### config.mk
export PLATFORM = sky130hd
export DESIGN_NAME = fetch_unit_flat
export DESIGN_NICKNAME = d
export VERILOG_FILES = /design/src/rtl/fetch_unit_pkg.sv /design/src/rtl/fetch_unit_if.sv /design/src/rtl/fetch_unit_npc.sv /design/src/rtl/fetch_unit.sv /design/src/flat_wrapper.sv
export SDC_FILE = /design/constraint.sdc
export NUM_CORES = 1
export LEC_CHECK = 0
export CAP_MARGIN = 20
export CELL_PAD_IN_SITES_DETAIL_PLACEMENT = 2
export CELL_PAD_IN_SITES_GLOBAL_PLACEMENT = 2
export CORE_ASPECT_RATIO = 1.2
export CORE_MARGIN = 2
export CORE_UTILIZATION = 25
export DETAILED_ROUTE_END_ITERATION = 10
export PLACE_DENSITY_LB_ADDON = 0.12
export SLEW_MARGIN = 20
export SYNTH_ARGS = -nofsm -noshare
export SYNTH_HDL_FRONTEND = slang
export SYNTH_SLANG_ARGS = --single-unit
export TNS_END_PERCENT = 50
### constraint.sdc
create_clock -name clk -period 3.6 [get_ports clk]
set_clock_uncertainty 0.1 [all_clocks]
set_input_delay 0.36 -clock clk [delete_from_list [all_inputs] [get_ports clk]]
set_output_delay 0.36 -clock clk [all_outputs]
set_load 0.01 [all_outputs]
### src/rtl/fetch_unit_pkg.sv
// Shared types for the instruction-fetch stage: next-PC source encodings,
// fetch FSM states and the reset PC.
package fetch_unit_pkg;

  typedef enum logic [1:0] {
    S_NONE  = 2'b00,
    S_BEQ   = 2'b01,
    S_J_JAL = 2'b10,
    S_JR    = 2'b11
  } pc_src_t;

  typedef enum logic {
    FS_IDLE = 1'b0,
    FS_WAIT = 1'b1
  } fetch_state_t;

  localparam logic [31:0] RESET_PC_DEFAULT = 32'h0000_3000;

  function automatic logic [31:0] word_align(input logic [31:0] a);
    return {a[31:2], 2'b00};
  endfunction

endpackage

### src/rtl/fetch_unit_if.sv
// Instruction-memory request/response bundle between the fetch stage (master)
// and the instruction memory (slave).
interface fetch_unit_if;
  // imem_req is held high from request until the cycle imem_ready is high;
  // imem_addr is stable throughout, and imem_rdata is taken only on the edge
  // where imem_req and imem_ready are both high.
  logic        imem_req;
  logic [31:0] imem_addr;
  logic        imem_ready;
  logic [31:0] imem_rdata;

  modport master (
    output imem_req,
    output imem_addr,
    input  imem_ready,
    input  imem_rdata
  );

  modport slave (
    input  imem_req,
    input  imem_addr,
    output imem_ready,
    output imem_rdata
  );
endinterface

### src/rtl/fetch_unit_npc.sv
// Combinational next-PC mux. Only the low 26 IR bits (branch offset / jump
// target field) are consumed, so only those are passed in.
module fetch_unit_npc
  import fetch_unit_pkg::*;
(
  input  logic [31:0] pc,
  input  logic [25:0] ir,
  input  logic [1:0]  s,
  input  logic        zero,
  input  logic [31:0] rs_data,
  output logic [31:0] next_pc,
  output logic        misalign
);

  logic [31:0] pc_plus4;
  logic [31:0] br_offset;

  assign pc_plus4  = pc + 32'd4;
  assign br_offset = {{14{ir[15]}}, ir[15:0], 2'b00};

  always_comb begin
    next_pc  = pc_plus4;
    misalign = 1'b0;
    case (s)
      S_NONE:  next_pc = pc_plus4;
      S_BEQ:   next_pc = zero ? (pc_plus4 + br_offset) : pc_plus4;
      S_J_JAL: next_pc = {pc_plus4[31:28], ir[25:0], 2'b00};
      S_JR: begin
        next_pc  = word_align(rs_data);
        misalign = (rs_data[1:0] != 2'b00);
      end
      default: next_pc = pc_plus4;
    endcase
  end

endmodule

### src/rtl/fetch_unit.sv
// Instruction-fetch stage: PC and IR registers, next-PC update and a two-state
// fetch FSM driving the instruction-memory handshake.
module fetch_unit
  import fetch_unit_pkg::*;
#(
  parameter logic [31:0] RESET_PC = RESET_PC_DEFAULT
) (
  input  logic          clk,
  input  logic          rst,
  input  logic          pc_write,
  input  logic          ir_write,
  input  logic [1:0]    s,
  input  logic          zero,
  input  logic [31:0]   rs_data,
  fetch_unit_if.master  imem,
  output logic [31:0]   ir,
  output logic [5:0]    op,
  output logic [5:0]    funct,
  output logic [31:0]   pc,
  output logic [31:0]   pc_plus4,
  output logic          fetch_busy,
  output logic          addr_err,
  output fetch_state_t  fsm_state
);

  fetch_state_t state_q, state_d;
  logic [31:0]  next_pc;
  logic         misalign;
  logic [31:0]  addr_q;
  logic         fetch_start;
  logic         fetch_done;

  fetch_unit_npc u_npc (
    .pc       (pc),
    .ir       (ir[25:0]),
    .s        (s),
    .zero     (zero),
    .rs_data  (rs_data),
    .next_pc  (next_pc),
    .misalign (misalign)
  );

  always_ff @(posedge clk or posedge rst) begin
    if (rst) state_q <= FS_IDLE;
    else     state_q <= state_d;
  end

  // ir_write during WAIT is a protocol violation and is simply dropped.
  always_comb begin
    state_d     = state_q;
    fetch_start = 1'b0;
    fetch_done  = 1'b0;
    case (state_q)
      FS_IDLE: begin
        if (ir_write) begin
          fetch_start = 1'b1;
          state_d     = FS_WAIT;
        end
      end
      FS_WAIT: begin
        if (imem.imem_ready) begin
          fetch_done = 1'b1;
          state_d    = FS_IDLE;
        end
      end
      default: state_d = FS_IDLE;
    endcase
  end

  // Fetch address captures the pre-update PC, so a same-edge pc_write is safe.
  always_ff @(posedge clk or posedge rst) begin
    if (rst) begin
      pc       <= RESET_PC;
      ir       <= 32'h0;
      addr_q   <= RESET_PC;
      addr_err <= 1'b0;
    end else begin
      if (pc_write) pc <= next_pc;
      if (pc_write && misalign) addr_err <= 1'b1;
      if (fetch_start) addr_q <= word_align(pc);
      if (fetch_done) ir <= imem.imem_rdata;
    end
  end

  assign imem.imem_req  = (state_q == FS_WAIT);
  assign imem.imem_addr = addr_q;
  assign fetch_busy     = (state_q == FS_WAIT);
  assign fsm_state      = state_q;
  assign pc_plus4       = pc + 32'd4;
  assign op             = ir[31:26];
  assign funct          = ir[5:0];

endmodule
### src/flat_wrapper.sv
// flat-port wrapper written by rule: the top's interface ports become plain ports
module fetch_unit_flat import fetch_unit_pkg::*;
#(
  parameter logic [31:0] RESET_PC = RESET_PC_DEFAULT
)
  (clk, rst, pc_write, ir_write, s, zero, rs_data, ir, op, funct, pc, pc_plus4, fetch_busy, addr_err, fsm_state, imem_imem_req, imem_imem_addr, imem_imem_ready, imem_imem_rdata);
  fetch_unit_if imem_i ();
  input  logic clk;
  input  logic rst;
  input  logic pc_write;
  input  logic ir_write;
  input  logic [1:0] s;
  input  logic zero;
  input  logic [31:0] rs_data;
  output logic [31:0] ir;
  output logic [5:0] op;
  output logic [5:0] funct;
  output logic [31:0] pc;
  output logic [31:0] pc_plus4;
  output logic fetch_busy;
  output logic addr_err;
  output fetch_state_t fsm_state;
  output wire logic [$bits(imem_i.imem_req)-1:0] imem_imem_req;
  output wire logic [$bits(imem_i.imem_addr)-1:0] imem_imem_addr;
  input wire logic [$bits(imem_i.imem_ready)-1:0] imem_imem_ready;
  input wire logic [$bits(imem_i.imem_rdata)-1:0] imem_imem_rdata;
  assign imem_imem_req = imem_i.imem_req;
  assign imem_imem_addr = imem_i.imem_addr;
  assign imem_i.imem_ready = imem_imem_ready;
  assign imem_i.imem_rdata = imem_imem_rdata;
  fetch_unit #(.RESET_PC(RESET_PC)) u_core (.clk(clk), .rst(rst), .pc_write(pc_write), .ir_write(ir_write), .s(s), .zero(zero), .rs_data(rs_data), .imem(imem_i), .ir(ir), .op(op), .funct(funct), .pc(pc), .pc_plus4(pc_plus4), .fetch_busy(fetch_busy), .addr_err(addr_err), .fsm_state(fsm_state));
endmodule
* Yosys cells after proc, flatten, opt, wreduce, memory -nomap -nowiden
Cells that the tools add are included.
Cells by class: add/subtract/negate cells 2, multipliers 0, div/mod/pow operators 0, magnitude comparators 0, eq/ne operators 3, shifts and indexed selects 0, muxes and demuxes 9, bitwise logic cells 1, reduce and logical (&&, ||, !) cells 3
Operators with widths (number):
- 32-bit one-hot mux with 4 select lines | 1
- 32-bit by 3-bit adder with 32-bit output (second input constant) | 1
- 32-bit adder | 1
- 32-bit two-way mux | 1
- 1-bit two-way mux | 6
- 2-bit equality test (second input constant) | 2
- 2-bit by 1-bit equality test with 1-bit output (second input constant) | 1
- 2-bit zero test | 1
- 1-bit one-hot mux with 2 select lines | 1
- 2-bit nonzero test | 1
- 1-bit logical AND | 1
- 1-bit inverter | 1
Storage, ports and cells: register bits after elaboration 96, bits in latches 0, memory bits (writable) 0, ROM bits 0, bits of input ports 72, output and inout bits 144, logic and storage cells 23, memories 0

* Longest topological paths before layout
Gate-level depths: netlist of the first run.
word-level depth 4, depth in mapped cells 18, depth with buffers taken out 16

* Hierarchy
Synthesis of the first run repeated with hierarchy kept, for this count alone.
Unflattened totals: cells, all modules 792, area, all modules 7413.4 um^2
By module, submodules not included:
- fetch_unit | instances 1, cells each 316, area an instance 4269.1 um^2, seq. area each 2407.3 um^2
- fetch_unit_npc | instances 1, cells each 476, area an instance 3144.3 um^2, seq. area each 0.0 um^2

* Worst setup path before layout of the first run
Ideal clock, no wire load.
kind reg2reg, from register u_core.pc[7], to register u_core.pc[31], setup time 95 ps, arrival time 3685 ps, required time 3405 ps, slack -280 ps, stages on the path, launching flop included 17, buffers on the path 2, period minus slack after synthesis 3880 ps, cells stage by stage dfrtp_1 and4_4 nand3_4 nor4_4 and2b_1 buf_4 and3_1 xor2_1 ha_1 clkbuf_1 nand4_1 or2_2 o31ai_1 o21ai_1 xnor2_1 and3_1 o31ai_1
On the way: word-level cells in the longest chain between the ends 4
RTL lines:
- start: declaration | line fetch_unit.sv:19 | output logic [31:0] pc,
- start signal: assignment | line fetch_unit.sv:78 | if (pc_write) pc <= next_pc;
- 32-bit by 3-bit adder with 32-bit output
- net pc_plus4[21] | line flat_wrapper.sv:19 | output logic [31:0] pc_plus4;
- 32-bit adder | line fetch_unit_npc.sv:26 | S_BEQ: next_pc = zero ? (pc_plus4 + br_offset) : pc_plus4;
- 32-bit two-way mux | line fetch_unit_npc.sv:26
- 32-bit one-hot mux with 4 select lines | line fetch_unit_npc.sv:24 | case (s)
The timed path passes the listed nets, and every way through them passes these cells. A chain may end at the register's enable or synchronous reset.

* Final worst setup path of the first run
from register u_core.pc[3], to register u_core.pc[30]
On the way: word-level cells in the longest chain between the ends 4
RTL lines:
- 32-bit by 3-bit adder with 32-bit output * | line fetch_unit_npc.sv:18 | assign pc_plus4 = pc + 32'd4;
- 32-bit adder | line fetch_unit_npc.sv:26
- 32-bit two-way mux | line fetch_unit_npc.sv:26
- 32-bit one-hot mux with 4 select lines * | line fetch_unit_npc.sv:24
Mark *: on every way between the ends. The rest lies on a longest branch, timed or not.

==> results of run 1 <==
[registers in the layout (all words and copies together) (netlist names)]
signal,count
u_core.ir,32
u_core.imem.imem_addr,30
u_core.pc,30
u_core.addr_err,1
u_core.fetch_busy,1
[routing by layer]
| layer | track usage | vias up |
|---|---|---|
| li1 | - | 3159 |
| met1 | 0.2346 | 3478 |
| met2 | 0.4206 | 182 |
| met3 | 0.03041 | 63 |
| met4 | 0.09982 | 0 |
| met5 | 0 | - |
[power groups by stage]
stage / registers (uW) / clock network, uW / logic [uW]
2_1_floorplan: 1830 / 0 / 2050
3_3_place_gp: 1690 / 0 / 4450
3_5_place_dp: 1720 / 0 / 4570
4_1_cts: 1710 / 1070 / 4840
5_1_grt: 1750 / 1110 / 5340
6_report: 1700 / 1040 / 4970
[worst paths after layout]
check | from | to | cells after the start
worst max-delay path | u_core.pc[3] | u_core.pc[30] | 17
worst min-delay path | s[0] | u_core.pc[31] | 3
worst max register to register | u_core.pc[3] | u_core.pc[30] | 17
worst min register to register | u_core.addr_err | u_core.addr_err | 1
max in group asynchronous | rst | u_core.imem.imem_addr[12] | 3
min in group asynchronous | rst | u_core.ir[30] | 2
[cells in the mapped netlist, drive strengths merged (10+ instances only)]
cell / instances
ha: 34
inv: 23
clkbuf: 25
a221oi: 11
dfrtp: 90
o21ai: 37
nor2: 61
mux2: 73
xor2: 12
nand2: 59
nand4: 10
buf: 26
xnor2: 38
mux2i: 14
nand3: 19
a21oi: 56
o21bai: 11
[kinds of logic (layout without fill, tap and decap cells)]
group                      count (synthesis)  in the layout  share of synthesized area
adders and majority gates                 35             35                    0.06641
and+or+nand+nor                          195            195                     0.1451
AOI/OAI and AO/OA                        177            177                     0.1712
muxes                                     87             87                     0.1440
buffers and inverters                     75            378                    0.05372
DFF                                       94             94                     0.3514
other                                      1              6                  0.0005591
xor gates and xnor gates                  50             50                    0.06752
[area by class of cell]
class                   instances  area share
multi-input cells             550      0.4169
repair buffers                339      0.2866
flip-flops and latches         94      0.2208
well taps                     335     0.03919
clock buffers                  10     0.02234
inverters                      24    0.008657
clock inverters                 5    0.005498
[repair_timing]
action / CTS / global route
buffers inserted: 6 / 10
hold buffers: 0 / 0
gates resized for setup: 44 / 31
endpoints found under the setup margin: 11 / 16
pin swaps: 20 / 16
[metrics by stage]
| stage | hold slack (ns) | setup TNS, ns | area [sq um] | power [uW] |
|---|---|---|---|---|
| after floorplan | 0.4105 | -0.02975 | 6777 | 3887 |
| after global placement | 0.3682 | -0.8209 | 9872 | 6137 |
| after detailed placement | 0.3905 | -1.535 | 9872 | 6287 |
| after CTS | 0.3330 | -0.06303 | 10480 | 7620 |
| after global routing | 0.3758 | -1.444 | 10700 | 8200 |
| final | 0.3364 | -0.2200 | 10700 | 7708 |
[worst register-to-register path, delay by kind of cell (launching register included)]
kind,cells,cell delay [ns]
AND/OR/NAND/NOR,4,0.76
buffers and inverters,5,0.65
AO/OA/AOI/OAI,4,0.62
adder cells (fa/ha/maj),2,0.52
flip-flops,1,0.37
XOR/XNOR,1,0.29
multiplexers,1,0.23
==> flow_summary.ini, run 1 <==
[routing]
drt_iter0_markers = 223
drt_pass1_iterations = 4
dr_total_vias = 6882
dr_wl_met3_microns = 995
drt-met1-wl_microns = 11560
wl_met2_microns = 17300
drt-total-wl_microns = 31160
final_antenna_net_count = 0
vias_per_cell = 5.071
wire_per_inst_microns = 22.96
top_layer = met4
drc = 0

[sta]
hold_viol_final = 0
rsz0062_at_grt = true
final.setup.worst_slack_ns = -0.07201
drv_slew = 0
period_share = 1.020
layout_min_cycle_time_ns = 3.672
relSlewSlack = 0.3647
worst_pin_slew_ns = 0.9518
finalSetupViolCount = 5
fmax_ghz = 0.2723

[critical_path]
critPathLaunchType = flip-flop
crit_family = simple AND/OR/NAND/NOR gates
critPathArrivalTime_ns = 3.82
worst_path_most_repeated_cell = buf_4
cpPeakStageDelay_ns = 0.37
path_class = reg -> reg
slowest_stage = dfrtp_1
cp-end-kind = flip-flop
cp.required_ns = 3.75
worstPathCellList = ha_2 > nand2_1 > buf_4 > nor3_4 > nand2_2 > buf_4 > nor4_4 > xor2_1 > ha_1 > a21oi_2 > buf_4 > buf_4 > buf_4 > o221ai_1 > a31oi_1 > mux2i_1 > o21ai_1
path_max_fanout = 3
reg2reg_slack_ns = -0.07
cp.buffers_inverters = 5

[global_routing]
grt_pass1_wl_microns = 47130
grtUsageTotal = 0.2186
grt_pass1_vias = 7794
antenna_found_initial = 0
grt_overflow = 0
grt_max_degree = 64

[cells_and_area]
final_common_cell = clkdlybuf4s50_1
finalNonFillerCells = 1357
fillers = 2870
finish.utilization = 0.4059
seq_area_sq_um = 2361
diodes = 0
syn_to_final_growth_pct = 59.45
finalNetCount = 1125
layout_common_cells = clkdlybuf4s50_1, buf_4, dfrtp_1, mux2_2, nor2_1
drive_above_1_share = 0.3102
multiInputGateArea_sq_um = 4459

[placed_design]
gp_congestion = 0.9085
pre_cts_ws_ns = -0.2907
port_buffers = 209
placed_cells = 1326
dpl.hpwl_microns = 24130

[power]
power.leakage_uw = 0.004428
ir_worst_vdd_mv = 0.2378
p_comb_frac = 0.645
p_clk_frac = 0.135
intPower_uw = 4502
p_seq_frac = 0.221
p_switching_uw = 3205
netSwitchingFraction = 0.4159
pwr_density_cell_nw_per_um2 = 720.6

[clock_tree]
htreeDepth = 3
cts.clk_slew.worst_paths_ns = 0.08
cts_tree = built
clock-sinks = 94
clockBufferDepth = 2
insertion_delay_ns = 0.37
cts_buffers = 9
clockRootBuffer = clkbuf_16

[logic_synthesis]
yosysTopAreaCell = dfrtp_1
synthArstFlopShare = 1.000
ys_seq_elements = 94
postSynthAreaPerCell_sq_um = 9.395
synth_edf_count = 0
synth_top_area_frac = 0.3358
yosysWarnings = 0
ys.flop_type = dfrtp_1
ys_types = 70
synthCells = 714
netlist_area_sq_um = 6708
ys_seq_area_frac = 0.3514
synth_area_leaders = dfrtp_1, mux2_2, ha_1

[outcome]
status = complete, but fails checks
violations = setup timing

[floorplan]
pin_count = 216
die_x_microns = 153.5
start_util = 0.2546
fp.dieH_microns = 183.4
dieArea_sq_um = 28160
design.core.area_sq_um = 26350
rows = 65

[flow_run]
timing.max_cap.violations = 0

[hold_path]
min_path_type = in -> reg
Note: power is estimated with default switching activity, not from simulation.
==> run 2: changes to the inputs <==
- ABC_AREA: unset -> 1
- CORE_UTILIZATION: 25 -> 23
- SLEW_MARGIN: 20 -> 10
==> run 2 against run 1 <==
Net effect:
- the run now ends clean
- routed wire length up 25%
- sequential power down 6%
- global-route usage up 1.1 points
- non-clock buffer count down 56
- cell count up 36%
- fmax up 8.3%
- critical path depth unchanged
- synthesized area up 13%
- sequential cell count unchanged
- count of clock-buffer cells in the layout unchanged
- sequential share of layout area down 0.62 points
- synthesized cell count up 64%
- critical path type unchanged
==> flow_summary.ini, run 2 <==
[floorplan]
fp.dieH_microns = 203.3
design.core.area_sq_um = 32880
pin_count = 216
dieArea_sq_um = 34570
rows = 73
die_x_microns = 170.1
start_util = 0.2315

[power]
pwr_density_cell_nw_per_um2 = 571.0
power.leakage_uw = 0.005420
ir_worst_vdd_mv = 0.2149

[critical_path]
r2r_cells = 17
critPathLaunchType = flip-flop
path_max_fanout = 5
crit_family = simple AND/OR/NAND/NOR gates
cp.buffers_inverters = 2
worstPathCellList = nand2_2 > nor2_1 > nand2_1 > o31ai_1 > nand2_1 > inv_1 > ha_1 > a21oi_1 > o21ai_0 > nand2_1 > nand3_1 > a21oi_1 > nand3_1 > nand3_1 > nand3_1 > nand2_1 > inv_1
cpPeakStageDelay_ns = 0.58
r2r_end = u_core.pc[30]
critPathArrivalTime_ns = 3.57
cp-end-kind = flip-flop
path_class = reg -> reg
slowest_stage = dfstp_2
cp.required_ns = 3.79
reg2reg_slack_ns = 0.21
r2r_start = u_core.pc[13]

[cells_and_area]
finish.utilization = 0.3349
final_common_cell = nand2_1
layout_common_cells = nand2_1, clkdlybuf4s50_1, inv_1, o21ai_0, dfrtp_1
regMostFlops = u_core.ir
multiInputGateArea_sq_um = 4488
seq_area_sq_um = 2362
diodes = 0
finalNetCount = 1532
syn_to_final_growth_pct = 44.64
fillers = 3957
largest_register_ffs = 32
drive_above_1_share = 0.1287

[global_routing]
grt_max_degree = 59
grt_pass1_wl_microns = 58690
grt_overflow = 0
grt_pass1_vias = 9470
grtUsageTotal = 0.2294
antenna_found_initial = 1

[placed_design]
gp_congestion = 0.8870
port_buffers = 209
dpl.hpwl_microns = 32300
pre_cts_ws_ns = -0.08035

[sta]
finalSetupViolCount = 0
rsz0062_at_grt = true
fmax_ghz = 0.2950
hold_viol_final = 0
worst_pin_slew_ns = 0.9411
final.setup.worst_slack_ns = 0.2106
period_share = 0.9415
layout_min_cycle_time_ns = 3.389
final.setup.tns_ns = 0
relSlewSlack = 0.3704
holdWs_ns = 0.3187
drv_slew = 0

[clock_tree]
cts_buffers = 9
clockBufferDepth = 2
clockRootBuffer = clkbuf_16
htreeDepth = 3
cts_tree = built
clock-sinks = 94
cts_hold_buf = 0
cts.clk_slew.worst_paths_ns = 0.09
insertion_delay_ns = 0.38

[routing]
final_antenna_net_count = 0
drt_iter0_markers = 416
drt-total-wl_microns = 39050
drt_pass1_iterations = 5
drc = 0
vias_per_cell = 4.705
dr_total_vias = 8667
wire_per_inst_microns = 21.20

[flow_run]
timing.max_cap.violations = 0

[logic_synthesis]
synth_edf_count = 0
ys_seq_elements = 94
synthArstFlopShare = 1.000
yosysWarnings = 0
ys_seq_area_frac = 0.3097
ys_types = 47
synth_area_leaders = dfrtp_1, nand2_1, inv_1
synth_top_area_frac = 0.2959
yosysTopAreaCell = dfrtp_1
netlist_area_sq_um = 7612
yosysMostFrequentCell = nand2_1
synthTopCellsByCount = nand2_1, inv_1, dfrtp_1, o21ai_0, nor2_1
synthCells = 1174
ys.flop_type = dfrtp_1
postSynthAreaPerCell_sq_um = 6.484

[hold_path]
min_path_type = in -> async

[outcome]
status = completed
==> run 2: cell count changes in the layout (fill, tap and decap cells not counted), sizes merged, moves of 46 or more <==
| cell | delta |
|---|---|
| mux2 | -70 |
| o21ai | +71 |
| nand3 | +46 |
| nand2 | +358 |
| inv | +163 |
| buf | -58 |
==> run 2: where the power goes <==
group	total, uW	switching, uW	internal (uW)	leakage, uW
Clock	1010	509	500	0.000138
Combinational	3680	2100	1580	0.00416
Sequential	1600	292	1310	0.00113
Total	6290	2900	3390	0.00542
==> run 2: layout make-up <==
class / instances / area share
clock inverter: 6 / 0.004773
timing repair buffer: 283 / 0.2416
clock buffer: 10 / 0.02170
inverter: 184 / 0.06295
multi-input combinational: 853 / 0.4076
tap: 412 / 0.04682
sequential: 94 / 0.2145
==> run 2: worst max path at each step <==
stage | start | slack, ns | end | cells past startpoint
floorplan | rst | 0.70 | u_core.addr_err | 1
global placement | u_core.pc[2] | 0.02 | u_core.pc[27] | 21
detailed placement | u_core.pc[3] | -0.08 | u_core.pc[27] | 21
CTS | u_core.pc[3] | 0.003 | u_core.pc[25] | 19
global route | u_core.pc[13] | -0.03 | u_core.pc[31] | 20
finish | u_core.pc[13] | 0.21 | u_core.pc[30] | 17
==> run 2: stage by stage <==
stage / cell area, sq um / total power, uW / instances
6_report: 11010 / 6288 / 1842
4_1_cts: 10810 / 6279 / 1835
2_1_floorplan: 7631 / 3371 / 1179
3_3_place_gp: 10500 / 5146 / 1819
3_5_place_dp: 10500 / 5215 / 1819
5_1_grt: 11010 / 6792 / 1842
==> run 2: cells by family (layout without fill, tap and decap cells) <==
group,Yosys count,count (layout),synth area share
flops,94,94,0.3097
simple gates,612,612,0.3508
other cells,1,6,0.0004926
xor+xnor,19,19,0.02186
compound gates,178,178,0.1292
mux,3,3,0.004438
fa+ha+maj,35,35,0.05851
buf+inv,232,483,0.1251
==> run 2: what timing repair did <==
action,in CTS,in global routing
setup endpoints to repair,7,20
pin swaps,0,9
resized for setup,5,43
buffers inserted,0,7
==> run 2: per-layer routing <==
layer,part of all wire,wire length [microns],vias up,GRT usage
met4,0.026,1022,0,0.06990
met3,0.035,1363,36,0.03415
li1,-,-,4171,-
met2,0.51,19890,181,0.4141
met1,0.43,16780,4279,0.2794
met5,0,0,-,0
